--- src/rtl/rx_tlp_sender.sv ---
// Drains QWORDs from the rx buffer into posted 64-bit memory-write TLPs (4DW header) aimed at
// the current host huge page, and writes the page fill count into QW 0 when a page is closed.
`ifndef BF
`define BF 4
`endif

module rx_tlp_sender #(
  parameter int unsigned RESERVED_QW = 16,
  parameter int unsigned TLP_QW_MAX  = 16,
  parameter logic [7:0]  TAG         = 8'h00
) (
  input  logic              clk250,
  input  logic              reset_n,
  input  logic              trigger_tlp,
  input  logic              change_huge_page,
  input  logic              send_last_tlp_change_huge_page,
  input  logic [4:0]        qwords_to_send,
  output logic              trigger_tlp_ack,
  output logic              change_huge_page_ack,
  output logic [`BF+1:0]    commited_rd_address,
  output logic [`BF:0]      rd_addr,
  input  logic [63:0]       rd_data,
  input  logic [63:0]       huge_page_addr,
  input  logic              huge_page_available,
  output logic              huge_page_closed,
  input  logic [15:0]       cfg_completer_id,
  output logic [63:0]       trn_td,
  output logic [7:0]        trn_trem_n,
  output logic              trn_tsof_n,
  output logic              trn_teof_n,
  output logic              trn_tsrc_rdy_n,
  input  logic              trn_tdst_rdy_n
);

  localparam int BFW = `BF;

  typedef enum logic [3:0] {
    IDLE, HDR0, HDR1, DATA, CLOSE_GAP, CLOSE_HDR0, CLOSE_HDR1, CLOSE_DATA, ACK_TRIG, ACK_CHG
  } state_t;

  state_t        state;
  logic          trigger_reg;
  logic          change_reg;
  logic          send_last_reg;
  logic [4:0]    qw_req_reg;
  logic [4:0]    qw_cur;
  logic [4:0]    beat_cnt;
  logic          close_after;
  logic [BFW:0]  rd_ptr;
  logic [18:0]   page_qw;
  logic          beat_ok;
  logic          last_beat;
  logic          load_qw;

  function automatic logic [63:0] wr_hdr(input logic [9:0] len, input logic [15:0] cid);
    return {1'b0, 2'b11, 5'b0, 8'b0, 6'b0, len, cid, TAG, 8'hFF};
  endfunction

  function automatic logic [4:0] clamp_qw(input logic [4:0] q);
    return (q > 5'(TLP_QW_MAX)) ? 5'(TLP_QW_MAX) : q;
  endfunction

  assign trn_trem_n = 8'h00;
  assign beat_ok    = !trn_tsrc_rdy_n && !trn_tdst_rdy_n;
  assign last_beat  = (beat_cnt == qw_cur - 5'd1);
  // A QW is pulled into trn_td on the HDR1 handoff and on every non-final data beat; the
  // address runs one ahead on those cycles so the 1-cycle read latency never inserts a bubble.
  assign load_qw    = beat_ok && ((state == HDR1) || ((state == DATA) && !last_beat));
  assign rd_addr    = rd_ptr + (BFW+1)'(load_qw);

  always_ff @(posedge clk250 or negedge reset_n) begin
    if (!reset_n) begin
      state                <= IDLE;
      trigger_reg          <= 1'b0;
      change_reg           <= 1'b0;
      send_last_reg        <= 1'b0;
      qw_req_reg           <= '0;
      qw_cur               <= '0;
      beat_cnt             <= '0;
      close_after          <= 1'b0;
      rd_ptr               <= '0;
      page_qw              <= 19'(RESERVED_QW);
      commited_rd_address  <= '0;
      trigger_tlp_ack      <= 1'b0;
      change_huge_page_ack <= 1'b0;
      huge_page_closed     <= 1'b0;
      trn_td               <= '0;
      trn_tsof_n           <= 1'b1;
      trn_teof_n           <= 1'b1;
      trn_tsrc_rdy_n       <= 1'b1;
    end else begin
      trigger_reg      <= trigger_tlp;
      change_reg       <= change_huge_page;
      send_last_reg    <= send_last_tlp_change_huge_page;
      qw_req_reg       <= qwords_to_send;
      huge_page_closed <= 1'b0;

      case (state)
        IDLE: begin
          if (huge_page_available) begin
            if (trigger_reg || (send_last_reg && qw_req_reg != 5'd0)) begin
              close_after    <= !trigger_reg;
              qw_cur         <= clamp_qw(qw_req_reg);
              trn_td         <= wr_hdr({4'b0, clamp_qw(qw_req_reg), 1'b0}, cfg_completer_id);
              trn_tsof_n     <= 1'b0;
              trn_tsrc_rdy_n <= 1'b0;
              state          <= HDR0;
            end else if (change_reg || send_last_reg) begin
              trn_td         <= wr_hdr(10'd2, cfg_completer_id);
              trn_tsof_n     <= 1'b0;
              trn_tsrc_rdy_n <= 1'b0;
              state          <= CLOSE_HDR0;
            end
          end
        end
        HDR0: if (beat_ok) begin
          trn_td     <= huge_page_addr + 64'({page_qw, 3'b000});
          trn_tsof_n <= 1'b1;
          state      <= HDR1;
        end
        HDR1: if (beat_ok) begin
          trn_td     <= rd_data;
          rd_ptr     <= rd_ptr + 1'b1;
          beat_cnt   <= '0;
          trn_teof_n <= (qw_cur != 5'd1);
          state      <= DATA;
        end
        DATA: if (beat_ok) begin
          if (last_beat) begin
            commited_rd_address <= commited_rd_address + (BFW+2)'(qw_cur);
            page_qw             <= page_qw + 19'(qw_cur);
            trn_td              <= '0;
            trn_teof_n          <= 1'b1;
            trn_tsrc_rdy_n      <= 1'b1;
            if (close_after) begin
              state <= CLOSE_GAP;
            end else begin
              trigger_tlp_ack <= 1'b1;
              state           <= ACK_TRIG;
            end
          end else begin
            trn_td     <= rd_data;
            rd_ptr     <= rd_ptr + 1'b1;
            beat_cnt   <= beat_cnt + 5'd1;
            trn_teof_n <= (beat_cnt + 5'd2 != qw_cur);
          end
        end
        CLOSE_GAP: begin
          trn_td         <= wr_hdr(10'd2, cfg_completer_id);
          trn_tsof_n     <= 1'b0;
          trn_tsrc_rdy_n <= 1'b0;
          state          <= CLOSE_HDR0;
        end
        CLOSE_HDR0: if (beat_ok) begin
          trn_td     <= huge_page_addr;
          trn_tsof_n <= 1'b1;
          state      <= CLOSE_HDR1;
        end
        CLOSE_HDR1: if (beat_ok) begin
          trn_td     <= {45'b0, page_qw};
          trn_teof_n <= 1'b0;
          state      <= CLOSE_DATA;
        end
        CLOSE_DATA: if (beat_ok) begin
          trn_td               <= '0;
          trn_teof_n           <= 1'b1;
          trn_tsrc_rdy_n       <= 1'b1;
          page_qw              <= 19'(RESERVED_QW);
          huge_page_closed     <= 1'b1;
          change_huge_page_ack <= 1'b1;
          state                <= ACK_CHG;
        end
        ACK_TRIG: if (!trigger_reg) begin
          trigger_tlp_ack <= 1'b0;
          state           <= IDLE;
        end
        ACK_CHG: if (!(change_reg || send_last_reg)) begin
          change_huge_page_ack <= 1'b0;
          state                <= IDLE;
        end
        default: state <= IDLE;
      endcase
    end
  end

endmodule

--- config.mk ---
export PLATFORM = sky130hd
export DESIGN_NAME = rx_tlp_sender
export DESIGN_NICKNAME = d
export VERILOG_FILES = /design/src/rtl/rx_tlp_sender.sv
export SDC_FILE = /design/constraint.sdc
export NUM_CORES = 1
export LEC_CHECK = 0
export ABC_AREA = 1
export CORE_MARGIN = 5
export CORE_UTILIZATION = 46
export DETAILED_ROUTE_END_ITERATION = 10
export DONT_BUFFER_PORTS = 1
export HOLD_SLACK_MARGIN = 0.08
export SLEW_MARGIN = 10
export SYNTH_ARGS = -nofsm -noshare
export SYNTH_HDL_FRONTEND = slang
export SYNTH_SLANG_ARGS = --single-unit
--- constraint.sdc ---
create_clock -name clk250 -period 2.2 [get_ports clk250]
set_input_delay 0.22 -clock clk250 [delete_from_list [all_inputs] [get_ports clk250]]
set_output_delay 0.22 -clock clk250 [all_outputs]
set_load 0.005 [all_outputs]
Yosys cells after proc, flatten, opt, wreduce, memory -nomap -nowiden
Index checks and enable logic that the tools add are counted.

cells by class
  $add $sub $neg = 8
  order comparisons = 1
  equality and inequality tests = 26
  multiplexer cells = 60
  reduce and logical (&&, ||, !) cells = 33

operators with widths
  operator                                       number
  2-to-1 mux 64 bit                              10
  case mux 64 bit (8 select lines)               1
  adder 64 x 22 -> 64 bit                        1
  2-to-1 mux 19 bit                              3
  2-to-1 mux 4 bit                               13
  case mux 4 bit (10 select lines)               1
  case mux 19 bit (2 select lines)               1
  2-to-1 mux 5 bit                               7
  inequality test 2 bit, second input constant   12
  case mux 5 bit (2 select lines)                2
  adder 19 x 5 -> 19 bit                         1
  2-to-1 mux 1 bit                               17
  == test 4 x 3 -> 1 bit, second input constant  4
  AND reduction 4 bit                            3
  AND reduction 11 bit                           1
  adder 5 x 1 -> 5 bit, second input constant    2
  AND reduction 5 bit                            2
  AND reduction 3 bit                            3
  AND reduction 9 bit                            1
  == test 4 x 2 -> 1 bit, second input constant  2
  == test 4 bit, second input constant           2
  case mux 1 bit (4 select lines)                2
  nonzero test 2 bit                             4
  nonzero test 4 bit                             2
  22 further kinds                               31

storage, ports and cells
  register bits = 123
  bits of input ports = 156
  output and inout bits = 89
  word-level logic and storage cells = 146

Depth between registers and ports, before layout
Gate-level depths: netlist of the first run.

  depth in word-level cells = 7
  mapped depth = 18
  mapped depth without buffers = 18

Worst setup path after synthesis of the first run
No wires, ideal clock.

  path kind = reg2out
  start = register qw_cur[1]
  end = output port rd_addr[4]
  arrival = 2.280 ns
  required time = 1.980 ns
  slack = -0.300 ns
  cell stages (with the launch flop) = 15
  buffers on the path = 0
  path through = dfrtp_1 -> inv_1 -> ha_1 -> xor2_1 -> nand3_1 -> nor2_1 -> nand2_1 -> nand2_2 -> nand2_2 -> nand2_2 -> inv_4 -> ha_1 -> ha_1 -> nand3_1 -> xor2_1

between the ends
  longest elaborated chain between the ends = 7

ends and longest elaborated chain
  element                    line  text
  start: declaration         46    logic [4:0] qw_cur;
  start signal: assignment   103   qw_cur <= clamp_qw(qw_req_reg);
  subtractor 5 x 1 -> 5 bit  65    assign last_beat = (beat_cnt == qw_cur - 5'd1);
  == test 5 bit              65
  zero test 1 bit            68    assign load_qw = beat_ok && ((state == HDR1) || ((state == DATA) && !last_beat));
  logical AND 1 bit          68
  logical OR 1 bit           68
  logical AND 1 bit          68
  adder 5 x 1 -> 5 bit       69    assign rd_addr = rd_ptr + (BFW+1)'(load_qw);
  end: declaration           21    output logic [`BF:0] rd_addr,

No other way between the ends.

Worst setup path after layout of the first run
  start = register qw_cur[0]
  end = output port rd_addr[4]

Same word-level chain as after synthesis.

==> summary.txt, run 1 <==
Floorplan
  – Die Area: about 26000 um^2
  – Initial Utilization: 46.8%
  – # IOs: 245
  – Die Wd: between 150 and 200 um
  – Die height: around 160 um
  – FP Rows: between 50 and 60
  – CORE AREA: between 20000 and 25000 um^2

Worst setup path
  – Worst Path Arrival: between 2 and 2.5 ns
  – Worst setup SP type: flip-flop
  – Setup crit start: qw_cur[0]$_DFFE_PN0P_
  – Worst Reg-to-Reg Cells: 16
  – R2r endpoint: page_qw[3]$_DFFE_PN0P_
  – Crit. End Element: output port
  – Crit-path slowest cell: dfrtp_2
  – CP top delay family: simple AND/OR/NAND/NOR gates
  – Crit-path most repeated cell: ha_4
  – Setup CP Type: flip-flop to output port
  – Worst EP required: 1.98 ns
  – Critical path's largest stage delay: approximately 0.38 ns
  – Bufs and invs on worst path: 2
  – Reg2Reg Setup Slack: -0.07 ns
  – Crit path max fanout: 3
  – CP Cell Sequence: inv_2 -> ha_4 -> xnor2_1 -> xor2_1 -> nor2_1 -> nand2_1 -> nand2_2 -> nand2_4 -> nand2_4 -> inv_4 -> ha_4 -> ha_4 -> nand3_2 -> xor2_1
  – R2r startpoint: qw_cur[0]$_DFFE_PN0P_

Pwr
  – Share of power burned in registers: 21.1%
  – Comb pwr share: 63.6%
  – Pwr dens: approximately 1200 nW/um^2
  – Sw frac: approximately half
  – NetSw: 9.53 mW
  – Internal Power: roughly 9.8 mW
  – Clock power share: about 15%
  – Leak: just under 8 nW
  – VDD IR max: around 0.0009 V

Clock network
  – Clk slew on worst S/H paths: around 0.070 ns
  – TritonCTS clock tree: done
  – Total clock sinks: approximately 120
  – Number of CTS-inserted buffers: 17
  – CTS Buffer Depth: 2
  – Clock Latency Late Sink: about 0.43 ns
  – H-tree Lvls: 4
  – Root Buffer: clkbuf_16

Global route
  – Remaining global-route overflow: 0
  – Global-route wire length before repair: 69.1 mm
  – Vias in the first global route: 12400
  – Pin count of the biggest net entering global routing: about 120
  – Total track usage: between 30% and 40%
  – Initial antenna violation count: 1

Final layout
  – Fill cells: 1928
  – Area grow syn2layout: 47.1%
  – Design area: roughly 16000 um^2
  – Max reg flops: 64
  – Biggest register: trn_td
  – Biggest regs: trn_td (64), page_qw (19), commited_rd_address (6)
  – Final core occ: between 60% and 70%
  – Final Net Count: about 2200
  – Share of layout cells above drive strength 1: between 20 and 30%

Logic synthesis
  – Post-synth top flop: dfrtp_1
  – Compound-gate portion of the synthesized area: a little over a tenth
  – Synthesis-stage register bit count: ~120
  – Top cell type's share of synthesized area: 28.0%
  – Largest family of logic cells by synthesized area: simple AND/OR/NAND/NOR gates
  – Number of synthesized flops with an enable pin: 0
  – Mapped Area: roughly 11000 um^2
  – Cells after Synth: ~1700
  – Post-synthesis cell type count: 50
  – Synth Warn #: 0
  – Post-synthesis sequential area ratio: between 20% and 30%
  – Post-synthesis xor/xnor area fraction: about 2.5%
  – Leading cell type by number of instances after synthesis: nand2_1
  – Largest area contributor in the netlist: dfrtp_1
  – Main area contributors after synthesis: dfrtp_1 28%, nand2_1 22%, nand3_1 8.4%
  – Post-synth top cells: 620 x nand2_1, 191 x inv_1, 187 x nor2_1, 178 x nand3_1, 119 x dfrtp_1
  – Async S/R FF share, synth: 100%
  – Synth Area in Adders: 4.80%
  – Syn_area_per_cell: 6.16 um^2
  – Synth Area in Simple Gates: between 40% and 50%
  – Mux contribution to synthesized area: less than 1%

Drt
  – WL per Instance: about 20 um
  – Detail Route Antenna Nets: 0
  – Drt pass-1 iters: 5
  – Vias per cell: 5.62
  – DRT Wirelength: around 47 mm
  – Met2 wire length: between 20 and 25 mm
  – Drt drc: 0
  – Initial DRC count: around 1500
  – Vias: 13100
  – Met3 wire len: 4.08 mm
  – Routed length on met1: 19.1 mm
  – Top layer in use: met4

STA
  – Hold WS: -0.521 ns
  – Fin. max-slew vios: 0
  – Final period utilization: 118%
  – Layout Skew: 0.0145 ns
  – Worst Tran Pin Value: between 0.6 and 0.7 ns
  – Max Freq: roughly 0.39 GHz
  – Fin crit period: between 2 and 3 ns
  – RSZ-0062 raised after global routing: true
  – Post-route worst setup slack: -0.396 ns
  – Rel. slew slack: slightly below 60%
  – Final hold viol count: 123
  – # setup viols final: 31

Status
  – Failing checks: negative hold slack, negative setup slack
  – Outcome: complete, but fails checks

Place
  – Port buffer count: 0
  – GPL Wtd Cong: roughly 1
  – Placed Area: between 10000 and 15000 um^2
  – HPWL Detailed: around 34 mm

Min path
  – Hold Crit Class: primary input to asynchronous set/reset pin

Flow run
  – Max-cap violations: 0
[worst reg2reg max path, cell delays in order, from the launching register on]
cell      delay, ns
dfrtp_2        0.42
inv_2          0.08
ha_4           0.13
xnor2_1        0.12
xor2_1         0.17
nor2_1         0.08
nand2_1        0.09
nand2_2        0.08
buf_4          0.14
buf_4          0.12
buf_4          0.13
nand2_4        0.08
nor2_4         0.04
buf_12         0.14
buf_4          0.17
o211ai_1       0.09
nand2_1        0.07
[cell usage in the layout (no fill, tap or decap), types with 24 or more instances in the layout]
cell | netlist | final
nand2_1 | 620 | 505
dfrtp_1 | 119 | 109
nor2_1 | 187 | 160
nand2_4 | 2 | 31
nand3_2 | 1 | 33
dlygate4sd3_1 | 0 | 108
a21oi_1 | 71 | 52
inv_1 | 191 | 180
ha_4 | 0 | 24
nand4_1 | 36 | 36
o21ai_0 | 87 | 61
nand2_2 | 4 | 89
buf_4 | 11 | 183
nand3_1 | 178 | 136
[how the worst max path moves through the flow]
stage                                        end  slack (ns)  cells past startpoint
after floorplan                       rd_addr[4]       -0.03                     14
after global placement    trn_td[22]$_DFFE_PN0P_       -0.24                     13
after detailed placement  trn_td[22]$_DFFE_PN0P_       -0.26                     13
after CTS                             rd_addr[4]       -0.41                     14
after global routing                  rd_addr[4]       -0.51                     14
final                                 rd_addr[4]       -0.40                     14
[power by group through the flow]
stage	clock network (mW)	logic, mW	registers [mW]
2_1_floorplan	0	6.37	3.71
3_3_place_gp	0	9.77	4.03
3_5_place_dp	0	9.92	4.03
4_1_cts	3.02	10.6	4.01
5_1_grt	3.12	13.4	4.15
6_report	2.98	12.3	4.07
[stage by stage]
step	total power [mW]	setup TNS, ns	worst slack (ns)	std cells	hold slack, ns
floorplan	10.1	-0.0267	-0.0267	1735	-0.0756
global placement	13.8	-3.63	-0.245	2138	-0.0726
detailed placement	14.0	-5.14	-0.257	2138	-0.0725
CTS	17.6	-3.09	-0.415	2294	-0.537
global route	20.7	-8.08	-0.511	2322	-0.544
finish	19.3	-2.17	-0.396	2323	-0.521
[logic make-up after synthesis]
logic type	Yosys count
compound gates	202
xor+xnor	30
fa+ha+maj	39
buf+inv	250
flops	123
mux	1
other cells	1
simple gates	1082
[repair_timing]
item                       CTS  global route
setup buffers               17            24
hold endpoints to repair   189           125
pin swaps                   15            92
gates resized for setup     71           316
cloned                       2             5
hold buffers               106             2
setup endpoints to repair   69            98
[layer usage]
| layer | vias to the layer above | global-route usage, % |
|---|---|---|
| li1 | 6171 | - |
| met1 | 6110 | 42.4 |
| met2 | 654 | 55.5 |
| met3 | 127 | 7.71 |
| met4 | 0 | 15.3 |
| met5 | - | 0 |
[layout make-up]
type | instances | area [um^2] | area share, %
tap | 285 | 357 | 2.28
clock buffer | 17 | 425 | 2.72
timing repair buffer | 320 | 2920 | 18.7
inverter | 198 | 763 | 4.88
multi-input combinational | 1362 | 7890 | 50.4
clock inverter | 15 | 174 | 1.11
timing repair inverter | 2 | 18.8 | 0.120
antenna | 1 | 2.50 | 0.0160
sequential | 123 | 3100 | 19.8
Note: power is estimated with default switching activity, not from simulation.
==> run 2, diff against run 1 <==
--- a/config.mk
+++ b/config.mk
@@ -5,7 +5,6 @@
 export SDC_FILE = /design/constraint.sdc
 export NUM_CORES = 1
 export LEC_CHECK = 0
-export ABC_AREA = 1
 export CORE_MARGIN = 5
 export CORE_UTILIZATION = 46
 export DETAILED_ROUTE_END_ITERATION = 10
==> summary.txt, run 2 <==
STA
  – Rel. slew slack: approximately 30%
  – Fin crit period: between 2 and 3 ns
  – Worst Tran Pin Value: between 1 and 1.5 ns
  – RSZ-0062 raised after global routing: true
  – Final period utilization: 124%
  – Post-route worst setup slack: -0.538 ns
  – Layout Skew: approximately 0.0080 ns
  – Max Freq: around 0.37 GHz
  – Fin. max-slew vios: 0
  – Final hold viol count: 123
  – Hold WS: -0.515 ns
  – # setup viols final: a little under 100

Logic synthesis
  – Syn_area_per_cell: about 8.3 um^2
  – Number of synthesized flops with an enable pin: 0
  – Async S/R FF share, synth: 100%
  – Leading cell type by number of instances after synthesis: dfrtp_1
  – Cells after Synth: around 1100
  – Top cell type's share of synthesized area: about 33%
  – Synth Warn #: 0
  – Largest area contributor in the netlist: dfrtp_1
  – Post-synth top cells: 119 x dfrtp_1, 107 x nand2_1, 91 x nor2_1, 84 x o21ai_0, 64 x a21oi_1
  – Main area contributors after synthesis: dfrtp_1 33%, ha_1 5.0%, o21ai_0 4.7%
  – Mapped Area: 9020 um^2
  – Synthesis-stage register bit count: ~120
  – Post-synthesis sequential area ratio: between 30% and 40%
  – Post-synthesis cell type count: 81
  – Post-synth top flop: dfrtp_1

Worst setup path
  – Worst EP required: about 2.5 ns
  – Bufs and invs on worst path: 1
  – Worst Path Arrival: just over 3 ns
  – Critical path depth: 10
  – Crit-path slowest cell: dfstp_2
  – Critical path's largest stage delay: roughly 0.55 ns
  – R2r startpoint: page_qw[4]$_DFFE_PN1P_
  – Setup crit start: page_qw[4]$_DFFE_PN1P_
  – Worst setup SP type: flip-flop
  – Crit path max fanout: 3
  – CP top delay family: compound AO/OA/AOI/OAI gates
  – Worst Reg-to-Reg Cells: 10
  – Setup CP Type: flip-flop to flip-flop
  – CP Cell Sequence: ha_4 -> a21o_1 -> a21oi_2 -> o21ai_4 -> a221o_1 -> o31a_1 -> buf_4 -> xor2_2 -> a221oi_2 -> nor3_2
  – Crit. End Element: flip-flop

Drt
  – Drt pass-1 iters: 11
  – Drt drc: 0
  – Vias per cell: approximately 6.2
  – WL per Instance: ~23 um
  – Vias: 10400
  – Detail Route Antenna Nets: 0
  – DRT Wirelength: around 38 mm
  – Initial DRC count: just over 900

Status
  – Outcome: complete, but fails checks
  – Failing checks: negative hold slack, negative setup slack

Final layout
  – Biggest register: trn_td
  – Design area: around 14000 um^2
  – Area grow syn2layout: 52.8%
  – Biggest regs: trn_td (64), page_qw (19), commited_rd_address (6)
  – Max reg flops: 64
  – Share of layout cells above drive strength 1: 31.8%
  – Final Net Count: around 1600
  – Most frequent cells in the layout: 204 x buf_4, 122 x dlygate4sd3_1, 118 x dfrtp_1, 96 x nand2_1, 81 x nor2_1
  – Commonest non-fill, non-tap cell in the layout: buf_4

Global route
  – Initial antenna violation count: 0
  – Total track usage: 33.0%
  – Vias in the first global route: 10500
  – Pin count of the biggest net entering global routing: 124
  – Global-route wire length before repair: just under 60 mm
  – Remaining global-route overflow: 0

Place
  – Placed Area: about 11000 um^2
  – Placement Setup Slack: -0.614 ns
  – HPWL Detailed: 26.9 mm
  – Port buffer count: 0
  – GPL Wtd Cong: between 0.9 and 1

Floorplan
  – Die height: ~150 um
  – FP Rows: a little over 50
  – Die Wd: roughly 150 um
  – CORE AREA: 19400 um^2
  – Die Area: approximately 23000 um^2
  – # IOs: roughly 250
  – Initial Utilization: 46.5%

Min path
  – Hold Crit Class: primary input to asynchronous set/reset pin

Pwr
  – Leak: about 5.9 nW
  – Clock power share: between 10% and 20%
  – Internal Power: 9.80 mW
  – Comb pwr share: 62.3%
  – Share of power burned in registers: 22.9%
  – NetSw: a little over 8 mW
  – Pwr dens: between 1000 and 1500 nW/um^2
  – VDD IR max: 0.000774 V
  – Sw frac: a little under half

Clock network
  – H-tree Lvls: 4
  – Total clock sinks: 123
  – TritonCTS clock tree: done
  – CTS Buffer Depth: 2
  – Number of CTS-inserted buffers: 17
  – Clock Latency Late Sink: between 0.4 and 0.5 ns
  – Root Buffer: clkbuf_16
  – Clk slew on worst S/H paths: 0.06 ns

Flow run
  – Max-cap violations: 0
run 2: cell types whose count changed after synthesis, moves of 17 or more:
cell      previous run  this run
nand4_1             36        19
nor3_1              18        37
xnor2_1              8        33
nand3_1            178        56
and3_1               1        19
a31oi_1              1        28
inv_1              191        22
a21o_1               0        20
a221oi_1            13        32
nor2_1             187        91
clkbuf_1            13        42
nand2_1            620       107
run 2: layout make-up:
| cell class | instances | area [um^2] |
|---|---|---|
| multi-input cells | 872 | 6530 |
| clock inverters | 13 | 93.8 |
| diodes | 1 | 2.50 |
| repair buffers | 360 | 3200 |
| clock buffers | 19 | 453 |
| fillers | 1498 | 5610 |
| well taps | 265 | 332 |
| flip-flops and latches | 123 | 3080 |
| inverters | 25 | 96.3 |
run 2: final timing paths:
kind,end,slack [ns]
max,trn_td[21]$_DFFE_PN0P_,-0.54
min,rd_ptr[2]$_DFFE_PN0P_,-0.52
max reg2reg,trn_td[21]$_DFFE_PN0P_,-0.54
min reg2reg,commited_rd_address[5]$_DFFE_PN0P_,0.50
max in group asynchronous,trn_tsrc_rdy_n$_DFFE_PN1P_,2.45
min in group clk250,trn_td[23]$_DFFE_PN0P_,0.08
run 2: cells by family after synthesis:
kind of cell / Yosys count / share of synthesized area, %
simple gates: 401 / 21.6
other cells: 1 / 0.0416
buf+inv: 95 / 4.62
compound gates: 344 / 25.8
flops: 123 / 34.2
mux: 11 / 1.30
fa+ha+maj: 39 / 5.66
xor+xnor: 69 / 6.78
run 2: power by group through the flow:
| stage | clock, mW | sequential (mW) | combinational [mW] |
|---|---|---|---|
| 2_1_floorplan | 0 | 3.86 | 5.59 |
| 3_3_place_gp | 0 | 4.10 | 9.19 |
| 3_5_place_dp | 0 | 4.11 | 9.30 |
| 4_1_cts | 2.70 | 4.10 | 10.2 |
| 5_1_grt | 2.81 | 4.23 | 12.0 |
| 6_report | 2.67 | 4.12 | 11.2 |
run 2: what timing repair did:
| action | CTS | global route |
|---|---|---|
| endpoints found under the hold margin | 193 | 124 |
| setup buffers | 18 | 20 |
| gates resized for setup | 134 | 79 |
| pin swaps | 92 | 44 |
| endpoints found under the setup margin | 97 | 98 |
| hold buffers | 120 | 2 |
run 2: per-layer routing:
metal / global-route usage (%) / wire length (um) / share of wire, %
met1: 40.1 / 14400 / 38
met2: 53.8 / 18400 / 48
met3: 8.81 / 3710 / 9.7
met4: 17.2 / 1870 / 4.9
met5: 0 / 0 / 0
run 2: through the flow:
step | cells | total power, mW | TNS [ns] | util (%)
after floorplan | 1090 | 9.45 | -5.21 | -
after global placement | 1492 | 13.3 | -16.99 | 56.0
after detailed placement | 1492 | 13.4 | -19.86 | 56.0
after CTS | 1659 | 16.9 | -17.16 | 68.6
after global routing | 1677 | 19.1 | -34.40 | 71.1
final | 1678 | 18.0 | -26.24 | 71.1
